[config.mk]
export PLATFORM = sky130hd
export DESIGN_NAME = pixel_pattern_gen
export DESIGN_NICKNAME = d
export VERILOG_FILES = /design/src/rtl/pixel_pattern_gen.sv
export SDC_FILE = /design/constraint.sdc
export NUM_CORES = 1
export LEC_CHECK = 0
export CORE_UTILIZATION = 57
export CTS_CLUSTER_SIZE = 14
export DETAILED_ROUTE_END_ITERATION = 6
export GPL_TIMING_DRIVEN = 0
export PLACE_DENSITY = 0.77
export RECOVER_POWER = 50
export SKIP_CTS_REPAIR_TIMING = 1
export SLEW_MARGIN = 30
export SYNTH_ARGS = -nofsm -noshare
export SYNTH_HDL_FRONTEND = slang
export SYNTH_SLANG_ARGS = --single-unit
export TNS_END_PERCENT = 100
[constraint.sdc]
create_clock -name CLK -period 2.71 [get_ports CLK]
set_input_delay 0.813 -clock CLK [delete_from_list [all_inputs] [get_ports CLK]]
set_output_delay 0.813 -clock CLK [all_outputs]
set_load 0.01 [all_outputs]
[src/rtl/pixel_pattern_gen.sv]
// Test-pattern source slaved to an external sync controller: follows H/V sync edges,
// tracks raster position and emits solid / colour-bar / checker / gradient pixels.
module pixel_pattern_gen #(
  parameter int H_ACT_START = 144,
  parameter int H_ACTIVE    = 640,
  parameter int V_ACT_START = 35,
  parameter int V_ACTIVE    = 480,
  parameter int BAR_WIDTH   = 80
) (
  input  logic        CLK,
  input  logic        RST,
  input  logic        H_SYNC,
  input  logic        V_SYNC,
  input  logic [1:0]  MODE,
  input  logic [11:0] COLOR,
  output logic [3:0]  R_OUT,
  output logic [3:0]  G_OUT,
  output logic [3:0]  B_OUT,
  output logic        H_SYNC_OUT,
  output logic        V_SYNC_OUT,
  output logic        ACTIVE
);

  localparam logic [9:0] H_START_L = 10'(H_ACT_START);
  localparam logic [9:0] H_LAST_L  = 10'(H_ACT_START + H_ACTIVE - 1);
  localparam logic [9:0] V_START_L = 10'(V_ACT_START);
  localparam logic [9:0] V_END_L   = 10'(V_ACT_START + V_ACTIVE);
  localparam int         BAR_CW    = (BAR_WIDTH > 1) ? $clog2(BAR_WIDTH) : 1;
  localparam logic [BAR_CW-1:0] BAR_LAST = BAR_CW'(BAR_WIDTH - 1);

  typedef enum logic [1:0] {
    WAIT_FRAME = 2'd0,
    V_BLANK    = 2'd1,
    H_BLANK    = 2'd2,
    ACT_LINE   = 2'd3
  } state_t;

  function automatic logic [9:0] sat_inc(input logic [9:0] v);
    return (v == 10'h3FF) ? v : v + 10'd1;
  endfunction

  function automatic logic [3:0] expand(input logic b);
    return b ? 4'hF : 4'h0;
  endfunction

  function automatic logic [11:0] bar_rgb(input logic [2:0] idx);
    logic [2:0] bits;
    case (idx)
      3'd0:    bits = 3'b111;
      3'd1:    bits = 3'b110;
      3'd2:    bits = 3'b011;
      3'd3:    bits = 3'b010;
      3'd4:    bits = 3'b101;
      3'd5:    bits = 3'b100;
      3'd6:    bits = 3'b001;
      default: bits = 3'b000;
    endcase
    return {expand(bits[2]), expand(bits[1]), expand(bits[0])};
  endfunction

  function automatic logic [11:0] pattern_rgb(
    input logic [1:0]  mode,
    input logic [11:0] color,
    input logic [2:0]  bar,
    input logic        chk,
    input logic [3:0]  x_hi,
    input logic [3:0]  y_mid,
    input logic [3:0]  fcnt
  );
    case (mode)
      2'b00:   return color;
      2'b01:   return bar_rgb(bar);
      2'b10:   return chk ? 12'hFFF : 12'h000;
      default: return {x_hi, y_mid, fcnt};
    endcase
  endfunction

  // Stage p0: sync history, raster counters, FSM, per-frame settings
  logic        hs_p0_q, vs_p0_q;
  logic        h_fall, v_fall;
  logic [9:0]  h_pos_q, h_pos_d;
  logic [9:0]  v_pos_q, v_pos_d;
  state_t      state_q, state_d;
  logic [BAR_CW-1:0] bar_cnt_q, bar_cnt_d;
  logic [2:0]  bar_idx_q, bar_idx_d;
  logic [3:0]  frame_cnt_q, frame_cnt_d;
  logic [1:0]  mode_q, mode_d;
  logic [11:0] color_q, color_d;

  // Edge compares the registered sample (prev) against the incoming one (cur).
  assign h_fall = hs_p0_q & ~H_SYNC;
  assign v_fall = vs_p0_q & ~V_SYNC;

  always_comb begin
    h_pos_d = h_fall ? 10'd0 : sat_inc(h_pos_q);
    v_pos_d = v_pos_q;
    if (v_fall) begin
      v_pos_d = 10'd0;
    end else if (h_fall) begin
      v_pos_d = sat_inc(v_pos_q);
    end
  end

  always_comb begin
    frame_cnt_d = frame_cnt_q;
    mode_d      = mode_q;
    color_d     = color_q;
    if (v_fall) begin
      frame_cnt_d = frame_cnt_q + 4'd1;
      mode_d      = MODE;
      color_d     = COLOR;
    end
  end

  // State is paired with the pixel whose position sits in h_pos_q/v_pos_q.
  always_comb begin
    state_d = state_q;
    case (state_q)
      WAIT_FRAME: state_d = WAIT_FRAME;
      V_BLANK: begin
        if (v_pos_q == V_START_L) state_d = H_BLANK;
      end
      H_BLANK: begin
        if (v_pos_q == V_END_L) begin
          state_d = V_BLANK;
        end else if (h_pos_d == H_START_L) begin
          state_d = ACT_LINE;
        end
      end
      ACT_LINE: begin
        if (h_pos_q == H_LAST_L) state_d = H_BLANK;
      end
      default: state_d = WAIT_FRAME;
    endcase
    if (v_fall) state_d = V_BLANK;
  end

  always_comb begin
    bar_cnt_d = bar_cnt_q;
    bar_idx_d = bar_idx_q;
    if ((state_d == ACT_LINE) && (state_q != ACT_LINE)) begin
      bar_cnt_d = '0;
      bar_idx_d = 3'd0;
    end else if (state_q == ACT_LINE) begin
      if (bar_cnt_q == BAR_LAST) begin
        bar_cnt_d = '0;
        bar_idx_d = bar_idx_q + 3'd1;
      end else begin
        bar_cnt_d = bar_cnt_q + BAR_CW'(1);
      end
    end
  end

  always_ff @(posedge CLK or posedge RST) begin
    if (RST) begin
      hs_p0_q     <= 1'b1;
      vs_p0_q     <= 1'b1;
      h_pos_q     <= 10'd0;
      v_pos_q     <= 10'd0;
      state_q     <= WAIT_FRAME;
      bar_cnt_q   <= '0;
      bar_idx_q   <= 3'd0;
      frame_cnt_q <= 4'd0;
      mode_q      <= 2'b00;
      color_q     <= 12'h000;
    end else begin
      hs_p0_q     <= H_SYNC;
      vs_p0_q     <= V_SYNC;
      h_pos_q     <= h_pos_d;
      v_pos_q     <= v_pos_d;
      state_q     <= state_d;
      bar_cnt_q   <= bar_cnt_d;
      bar_idx_q   <= bar_idx_d;
      frame_cnt_q <= frame_cnt_d;
      mode_q      <= mode_d;
      color_q     <= color_d;
    end
  end

  // Stage p1: pixel colour, active flag and delayed syncs
  logic [9:0]  x_pos, y_pos;
  logic        unused_pix_bits;
  logic        hs_p1_q, vs_p1_q;
  logic        active_p1_q, active_p1_d;
  logic [11:0] rgb_p1_q, rgb_p1_d;

  assign x_pos = h_pos_q - H_START_L;
  assign y_pos = v_pos_q - V_START_L;
  assign unused_pix_bits = ^{x_pos[4:0], y_pos[4:0], y_pos[9]};

  always_comb begin
    active_p1_d = (state_q == ACT_LINE);
    rgb_p1_d    = 12'h000;
    if (active_p1_d) begin
      rgb_p1_d = pattern_rgb(mode_q, color_q, bar_idx_q, x_pos[5] ^ y_pos[5],
                             x_pos[9:6], y_pos[8:5], frame_cnt_q);
    end
  end

  always_ff @(posedge CLK or posedge RST) begin
    if (RST) begin
      hs_p1_q     <= 1'b1;
      vs_p1_q     <= 1'b1;
      active_p1_q <= 1'b0;
      rgb_p1_q    <= 12'h000;
    end else begin
      hs_p1_q     <= hs_p0_q;
      vs_p1_q     <= vs_p0_q;
      active_p1_q <= active_p1_d;
      rgb_p1_q    <= rgb_p1_d;
    end
  end

  assign R_OUT      = rgb_p1_q[11:8];
  assign G_OUT      = rgb_p1_q[7:4];
  assign B_OUT      = rgb_p1_q[3:0];
  assign ACTIVE     = active_p1_q;
  assign H_SYNC_OUT = hs_p1_q;
  assign V_SYNC_OUT = vs_p1_q;

endmodule

=== Yosys cells after proc, flatten, opt, wreduce, memory -nomap -nowiden ===
Cells that the tools add are included.

* Reduce and logical (&&, ||, !) cells: 9
* Muxes and demuxes: 26
* Bitwise operators: 5
* Div/mod/pow operators: 0
* Eq/ne operators: 21
* Shift-type cells: 0
* $mul: 0
* Order comparisons: 0
* Add/sub/neg operators: 7

{| class="wikitable"
|+ Operators by type and width
! cell !! count
|-
| $mux W10 || 5
|-
| $eq A10 B10 Y1 const B || 4
|-
| $pmux W12 S3 || 1
|-
| $mux W12 || 2
|-
| $mux W7 || 3
|-
| $pmux W3 S7 || 1
|-
| $add A10 B1 Y10 const B || 2
|-
| $mux W3 || 5
|-
| $mux W4 || 3
|-
| $eq A10 B6 Y1 const B || 1
|-
| $eq A10 B8 Y1 const B || 1
|-
| $mux W2 || 5
|-
| $sub A10 B8 Y10 const B || 1
|-
| $eq A3 B3 Y1 const B || 3
|-
| $sub A9 B6 Y9 const B || 1
|-
| $eq A2 B2 Y1 const B || 4
|-
| $pmux W2 S4 || 1
|-
| $add A7 B1 Y7 const B || 1
|-
| $eq A7 B7 Y1 const B || 1
|-
| $eq A3 B2 Y1 const B || 2
|-
| $reduce_bool A2 Y1 || 3
|-
| $add A4 B1 Y4 const B || 1
|-
| $eq A2 B1 Y1 const B || 2
|-
| $logic_not A2 Y1 || 2
|-
| 9 further kinds || 13
|}

* Output and inout port bits: 15
* Memory bits (writable): 0
* Word-level logic and storage cells: 82
* ROM bits: 0
* Register bits after elaboration: 67
* Memories kept: 0
* Input bits: 18
* Bits in latches: 0

=== Depth between registers and ports, before layout ===
Gate-level depths: netlist (run 1).

* Depth after elaboration: 12
* Mapped depth: 8

=== Least setup slack after synthesis (run 1) ===
Ideal clock, no wire load.

* Kind: in2reg
* From: in H_SYNC
* To: reg bar_idx_q[0]
* Stages: 8
* Data required time: 2.580 ns
* Setup slack: 0.558 ns
* Arrival time: 2.021 ns
* Path through: nor2b_1 > buf_2 > o221a_2 > o22ai_1 > nor4_1 > a21oi_2 > o21ai_2 > a31oi_1

* Cells in the longest elaborated chain, start to end: 12
* Elaborated cells between the ends (all ways): 14

{| class="wikitable"
|+ Ends and longest elaborated chain
! item !! line !! RTL
|-
| start, declared || 12 || <nowiki>input logic H_SYNC,</nowiki>
|-
| $not A1 Y1 (*) || 91 || <nowiki>assign h_fall = hs_p0_q & ~H_SYNC;</nowiki>
|-
| $and A1 B1 Y1 (*) || 91 ||
|-
| $mux W10 (*) || 95 || <nowiki>h_pos_d = h_fall ? 10'd0 : sat_inc(h_pos_q);</nowiki>
|-
| $eq A10 B8 Y1 (*) || 126 || <nowiki>end else if (h_pos_d == H_START_L) begin</nowiki>
|-
| $mux W2 (*) || 126 ||
|-
| $mux W2 (*) || 124 || <nowiki>if (v_pos_q == V_END_L) begin</nowiki>
|-
| $pmux W2 S4 (*) || 118 || <nowiki>case (state_q)</nowiki>
|-
| $mux W2 (*) || 135 || <nowiki>if (v_fall) state_d = V_BLANK;</nowiki>
|-
| $eq A2 B2 Y1 (*) || 141 || <nowiki>if ((state_d == ACT_LINE) && (state_q != ACT_LINE)) begin</nowiki>
|-
| $logic_and A1 B1 Y1 (*) || 141 ||
|-
| $reduce_bool A2 Y1 (no source line) || n/a ||
|-
| $reduce_and A2 Y1 (no source line) || n/a ||
|-
| end signal, assigned || 173 || <nowiki>bar_idx_q <= bar_idx_d;</nowiki>
|-
| end, declared || 85 || <nowiki>logic [2:0] bar_idx_q, bar_idx_d;</nowiki>
|}

Every way passes the cells marked *; elsewhere a longest branch is shown, timed or not.
A chain may end at the register's enable or synchronous reset.

=== Final worst setup path (run 1) ===
* From: in H_SYNC
* To: reg bar_cnt_q[5]

* Cells in the longest elaborated chain, start to end: 11
* Elaborated cells between the ends (all ways): 12

{| class="wikitable"
|+ Ends and longest elaborated chain
! item !! line !! RTL
|-
| $not A1 Y1 (*) || 91 ||
|-
| $and A1 B1 Y1 (*) || 91 ||
|-
| $mux W10 (*) || 95 ||
|-
| $eq A10 B8 Y1 (*) || 126 ||
|-
| $mux W2 (*) || 126 ||
|-
| $mux W2 (*) || 124 ||
|-
| $pmux W2 S4 (*) || 118 ||
|-
| $mux W2 (*) || 135 ||
|-
| $eq A2 B2 Y1 (*) || 141 ||
|-
| $logic_and A1 B1 Y1 (*) || 141 ||
|-
| $mux W7 or $reduce_bool A2 Y1 (tied branches) || n/a ||
|-
| end signal, assigned || 172 || <nowiki>bar_cnt_q <= bar_cnt_d;</nowiki>
|-
| end, declared || 84 || <nowiki>logic [BAR_CW-1:0] bar_cnt_q, bar_cnt_d;</nowiki>
|}

Marks and branches as above.

==> metrics.txt, run 1 <==
post-place setup slack=-0.249 ns; reg2reg setup slack=about 0.35 ns; DRT iter0 DRCs=between 150 and 200; CTS Buf Count=9; Worst-path clk slew=~0.07 ns; dpl cells=around 460; share of cells above drive strength 1=0.151; ANT cells=0; startpoint types=input pin; post-route ant nets=0; EDFF count, synth=0; setup TNS=0 ns; Hold Vio Cnt, Final=0; unrepaired setup endpoints after global routing=no; required time of the worst setup path=between 2 and 3 ns; total wire length=7380 um; nets@finish=423; Starting Density=0.592; Synth cell types=55; r2r worst-path depth=8; Critical Path Sink Type=flop; synthesis-to-finish area growth=18.7%; DIE AREA=roughly 0.0065 mm2; post-synth net total=about 380; Max Clock Skew=about 0.0072 ns; Worst Hold Depth=0; vias in the first global route=around 2.6k; vias=2736; pwr dens=745 mW/mm2; Highest Clock Rate=a little under 0.4 GHz; Final Cell Area=between 0.004 and 0.005 mm2; TritonCTS Sinks=67; # DRC=0; 1st-pass router iterations=4; Ys Warns=0; fin crit period=2.56 ns; Cells after Synth=about 350; drt wl/cell=about 16 um; final count of negative-setup-slack endpoints=0; initial antenna violation count=0; GRT Util Overall=0.255; Yosys reg bits=67; # rows=28; max_cap viols=0; PortBufs=32; Hold/Removal Path Class=flop to flop; critical path arrival=between 2 and 3 ns; worst r2r dst=bar_cnt_q[5]; overall power=just over 3 mW; FF-to-FF Start=h_pos_q[0]; Fillers=roughly 450; Layout Cells excl Fill=473; post-route setup slack=around 0.15 ns; Die Height=between 80 and 90 um; Hold Startpoint=vs_p0_q; Primary FF master, synth=dfrtp_1; vias per inst=5.78; sequential fraction of the synthesis area=0.479; CTS tree=yes; first-pass GRT wire length=approximately 12000 um; core region area=0.00592 mm2; Hold Path End=V_SYNC_OUT; Placer Congestion=slightly above 0.8; DP HPWL=~5000 um; Area after DPL=between 0.003 and 0.004 mm2; post-route clock period utilization=0.945; Die W=between 80 and 90 um; I/O Pins=33; Cell Area, Synth=approximately 0.0035 mm2; Worst Tran Pin Value=0.800 ns; root buf cell=clkbuf_8; max-slew violation count=0; largest net degree at the start of global routing=between 50 and 60; Clock Latency Late Sink=approximately 0.35 ns; Crit Path Category=input pin to flop; P_leak=approximately 1.8 nW; status=complete, no violations; H-tree depth reported by CTS=3; Bufs on Longest Clock Path=2; Congestion Overflow GR=0; Mapped Avg Cell Area=roughly 10 um2; VDD IR max=0.562 mV; Max-slew headroom=0.462; critical path peak fanout=7; asr flop ratio synth=1.00
-- sequential cells by signal (all words and copies together) (netlist names) --
register	count
hs_p0_q	1
ACTIVE	1
bar_cnt_q	7
h_pos_q	10
rgb_p1_q	12
V_SYNC_OUT	1
frame_cnt_q	4
bar_idx_q	3
v_pos_q	10
H_SYNC_OUT	1
mode_q	2
state_q	2
vs_p0_q	1
color_q	12
-- metrics by stage --
step / hold WS, ns / utilization
2_1_floorplan: 0.351 / -
3_3_place_gp: 0.352 / 0.662
3_5_place_dp: 0.354 / 0.667
4_1_cts: 0.365 / 0.706
5_1_grt: 0.368 / 0.703
6_report: 0.363 / 0.703
-- cells in the mapped netlist, types with 2 or more instances --
cell       n  area share
a21oi_1   20       0.029
clkbuf_1   8      0.0086
nor2_1    36       0.039
o21bai_1   2      0.0043
xor2_1     8       0.020
mux2i_1    5       0.014
o21ai_0   24       0.034
nor3_1    12       0.017
a211oi_1   2      0.0043
nand2_1   29       0.031
nor4_2     2      0.0071
nand3_1   13       0.019
nor2b_1    4      0.0071
nand4_1    6       0.011
dfstp_2    4       0.030
dfrtp_1   63        0.45
buf_6      3      0.0096
or3_1      4      0.0071
mux2_2    14       0.045
xnor2_1   14       0.035
o22ai_1    2      0.0036
a31oi_1    4      0.0071
nor4_1     3      0.0054
ha_1      12       0.043
o21ai_1    2      0.0029
a21oi_2    2      0.0050
inv_1     17       0.018
a22oi_1    3      0.0064
buf_2      4      0.0057
o21a_1     2      0.0043
-- per-layer routing --
layer	track usage	vias to the layer above	routed length (um)
met1	0.324	1347	3340
met2	0.405	57	3650
met4	0.125	0	146
li1	-	1319	-
met5	0	-	0
met3	0.0648	13	250
-- how the worst max path moves through the flow --
stage           start            to  slack [ns]  depth (start not counted)
2_1_floorplan     RST        ACTIVE        0.22                          1
3_3_place_gp      RST  bar_cnt_q[6]       -0.89                          2
3_5_place_dp   H_SYNC  bar_cnt_q[5]       -0.25                          9
4_1_cts        H_SYNC  bar_cnt_q[5]         0.1                          9
5_1_grt        H_SYNC  bar_cnt_q[1]        0.08                          9
6_report       H_SYNC  bar_cnt_q[5]        0.15                          8
-- cells in the final DEF (no fill, tap or decap), types with 6 or more instances in the layout --
master | Yosys | final
mux2_2 | 14 | 14
inv_1 | 17 | 16
nor3_1 | 12 | 12
xnor2_1 | 14 | 14
clkbuf_1 | 8 | 9
nand3_1 | 13 | 13
clkbuf_8 | 0 | 11
nand4_1 | 6 | 6
ha_1 | 12 | 12
dfrtp_1 | 63 | 63
a21oi_1 | 20 | 20
nand2_1 | 29 | 29
nor2_1 | 36 | 36
xor2_1 | 8 | 8
clkdlybuf4s50_1 | 0 | 30
o21ai_0 | 24 | 24
-- power by group --
part | switching, mW | leakage, nW | internal (mW)
Sequential | 0.154 | 0.847 | 1.20
Combinational | 0.417 | 0.807 | 0.387
Clock | 0.381 | 0.113 | 0.567
-- critical path, cell delays in order --
cell and delay [ns]:
clkdlybuf4s50_1 0.44, nand2b_1 0.25, a211oi_1 0.32, o22ai_1 0.14, nor4_2 0.35, a21oi_2 0.16
nor2_4 0.20, o22ai_1 0.11
-- kinds of logic (layout without fill, tap and decap cells) --
group	Yosys count	count (layout)	synth area share
multiplexers	19	19	0.0592
AND/OR/NAND/NOR	120	120	0.174
XOR/XNOR	22	22	0.0549
buffers and inverters	34	83	0.0446
AO/OA/AOI/OAI	75	75	0.144
adder cells (fa/ha/maj)	12	12	0.0428
flip-flops	67	67	0.479
-- area by class of cell --
| type | instances | area [um2] | area share |
|---|---|---|---|
| tap | 75 | 93.8 | 0.0225 |
| multi-input combinational | 248 | 1680 | 0.402 |
| clock buffer | 12 | 155 | 0.0373 |
| timing repair buffer | 33 | 328 | 0.0787 |
| buffer | 16 | 88.8 | 0.0213 |
| inverter | 18 | 68.8 | 0.0165 |
| clock inverter | 4 | 72.6 | 0.0174 |
| sequential | 67 | 1680 | 0.404 |
(Power assumes the default switching activity.)
==> run 2, diff against run 1 <==
--- a/config.mk
+++ b/config.mk
@@ -12,7 +12,7 @@
 export PLACE_DENSITY = 0.77
 export RECOVER_POWER = 50
 export SKIP_CTS_REPAIR_TIMING = 1
-export SLEW_MARGIN = 30
+export SLEW_MARGIN = 0
 export SYNTH_ARGS = -nofsm -noshare
 export SYNTH_HDL_FRONTEND = slang
 export SYNTH_SLANG_ARGS = --single-unit
==> constraint.sdc (replaced) <==
create_clock -name CLK -period 2.71 [get_ports CLK]
set_input_delay 0.6775 -clock CLK [delete_from_list [all_inputs] [get_ports CLK]]
set_output_delay 0.6775 -clock CLK [all_outputs]
set_load 0.01 [all_outputs]
==> run 2 against run 1 <==
Net effect:
- flip-flop and latch count unchanged
- critical path depth increased by 1
- first-iteration DRC count is 27% lower
- sequential power about the same
- setup slack improved by 0.059 ns
- largest cell class unchanged
- cell count is the same
- die area is the same
- largest power group unchanged
==> metrics.txt, run 2 (synthesis results as in run 1) <==
status=complete, no violations (unchanged); largest registers=color_q x12, rgb_p1_q x12 (unchanged); leading cell type in the layout, fill and taps excluded=dfrtp_1 (unchanged); Worst Tran Pin Value=0.891 ns (was 0.800 ns); max-slew violation count=0 (unchanged); Fillers=457 (was 453); crit path cell chain=clkdlybuf4s50_1 -> nor2b_1 -> buf_2 -> o221a_2 -> o22ai_1 -> nor4_1 -> a21oi_2 -> nor2_4 -> o22ai_1 (was clkdlybuf4s50_1 -> nand2b_1 -> a211oi_1 -> o22ai_1 -> nor4_2 -> a21oi_2 -> nor2_4 -> o22ai_1); core region area=0.00592 mm2 (unchanged); post-place setup slack=-0.137 ns (was -0.249 ns); TritonCTS Sinks=67 (unchanged); Clock Latency Late Sink=0.34 ns (was 0.35 ns); Area after DPL=0.00394 mm2 (was 0.00395 mm2); Crit Path Category=input pin to flop (unchanged); critical path peak fanout=10 (was 7); Comb pwr share=0.251 (was 0.259); pwr dens=754 mW/mm2 (was 745 mW/mm2); drt wl/cell=14.8 um (was 15.6 um); Layout Cells excl Fill=473 (unchanged); first-pass GRT wire length=11600 um (was 12100 um); # rows=28 (unchanged); DIE AREA=0.00647 mm2 (unchanged); vias in the first global route=2547 (was 2636); Max stage delay on crit path=0.46 ns (was 0.44 ns); Hold Vio Cnt, Final=0 (unchanged); Die Height=80.4 um (unchanged); Pint=2.22 mW (was 2.15 mW); total wire length=7000 um (was 7380 um); post-route clock period utilization=0.923 (was 0.945); clock share of power=0.319 (was 0.306); CTS tree=yes (unchanged); nets@finish=423 (unchanged); root buf cell=clkbuf_8 (unchanged); Worst-path clk slew=0.07 ns (about the same); required time of the worst setup path=2.94 ns (was 2.95 ns); post-route setup slack=0.209 ns (was 0.149 ns); dpl cells=457 (unchanged); Bufs on Longest Clock Path=2 (unchanged); critical path arrival=2.73 ns (was 2.80 ns); # DRC=0 (unchanged); PortBufs=32 (unchanged); final count of negative-setup-slack endpoints=0 (unchanged); Critical Path Sink Type=flop (unchanged); Final Cell Area=0.00417 mm2 (was 0.00416 mm2); slowest CP cell=nor4_1 (was clkdlybuf4s50_1); vias per inst=5.66 (was 5.78); Sw Pwr=0.926 mW (was 0.952 mW); I/O Pins=33 (unchanged); Starting Density=0.592 (unchanged); VDD IR max=0.519 mV (was 0.562 mV); initial antenna violation count=0 (unchanged); H-tree depth reported by CTS=3 (unchanged); unrepaired setup endpoints after global routing=no (unchanged); Hold/Removal Path Class=flop to flop (unchanged); leading cell types in the layout, fill and taps excluded=63 x dfrtp_1, 36 x nor2_1, 30 x clkdlybuf4s50_1, 29 x nand2_1, 24 x o21ai_0 (unchanged); 1st-pass router iterations=4 (unchanged); DRT iter0 DRCs=131 (was 179); synthesis-to-finish area growth=18.8% (was 18.7%); Max Clock Skew=0.00776 ns (was 0.00721 ns); max_cap viols=0 (unchanged); Congestion Overflow GR=0 (unchanged); Sw Ratio=0.295 (was 0.307); Highest Clock Rate=0.400 GHz (was 0.391 GHz); sequential share of power=0.430 (was 0.435); post-route ant nets=0 (unchanged); vias=2676 (was 2736); startpoint types=input pin (unchanged); share of cells above drive strength 1=0.143 (was 0.151); largest net degree at the start of global routing=45 (was 52); ANT cells=0 (unchanged); Die W=80.4 um (unchanged); P_leak=1.78 nW (was 1.77 nW); CTS Buf Count=9 (unchanged); Placer Congestion=0.818 (unchanged); fin crit period=2.50 ns (was 2.56 ns); DP HPWL=4970 um (was 4990 um); GRT Util Overall=0.240 (was 0.255); fin util=0.704 (was 0.703); CP dominant cell by count=o22ai_1 (unchanged); Max-slew headroom=0.405 (was 0.462)
run 2: per-layer routing:
| layer | global-route usage | part of all wire | vias up |
|---|---|---|---|
| li1 | - | - | 1318 |
| met1 | 0.312 | 0.45 | 1291 |
| met4 | 0.104 | 0.018 | 0 |
| met5 | 0 | 0 | - |
| met2 | 0.380 | 0.48 | 53 |
| met3 | 0.0591 | 0.046 | 14 |
run 2: through the flow:
step	setup TNS [ns]	total power [mW]	hold slack (ns)
2_1_floorplan	0	1.86	0.351
3_3_place_gp	-48.11	2.12	0.352
3_5_place_dp	-1.05	2.16	0.353
4_1_cts	0	3.17	0.364
5_1_grt	0	3.33	0.366
6_report	0	3.14	0.364
run 2: final timing paths:
path                                  from            to  slack (ns)  cells past startpoint
worst max-delay path                H_SYNC  bar_cnt_q[5]        0.21                      9
worst min-delay path               vs_p0_q    V_SYNC_OUT        0.36                      0
worst max register to register  h_pos_q[0]  bar_cnt_q[5]        0.24                      8
worst min register to register     vs_p0_q    V_SYNC_OUT        0.36                      0
max in group asynchronous              RST  bar_idx_q[2]        0.56                      3
min in group asynchronous              RST    v_pos_q[4]        0.96                      2
run 2: layout make-up:
type | instances | area, um2 | area share
timing repair buffer | 33 | 328 | 0.0787
clock buffer | 11 | 141 | 0.0339
buffer | 16 | 88.8 | 0.0213
clock inverter | 5 | 100 | 0.0240
tap | 75 | 93.8 | 0.0225
sequential | 67 | 1680 | 0.403
inverter | 18 | 67.6 | 0.0162
multi-input combinational | 248 | 1670 | 0.400
run 2: worst max-delay path: cells and delay by family:
| family | cells | cell delay, ns |
|---|---|---|
| buffers and inverters | 2 | 0.67 |
| AOI/OAI and AO/OA | 4 | 0.59 |
| and+or+nand+nor | 3 | 0.79 |
run 2: power by group through the flow:
stage          Sequential (mW)  Clock (mW)  Combinational [mW]
4_1_cts                   1.35        1.02               0.797
5_1_grt                   1.38        1.06               0.885
2_1_floorplan             1.37           0               0.495
3_5_place_dp              1.37           0               0.794
6_report                  1.35        1.00               0.789
3_3_place_gp              1.36           0               0.766
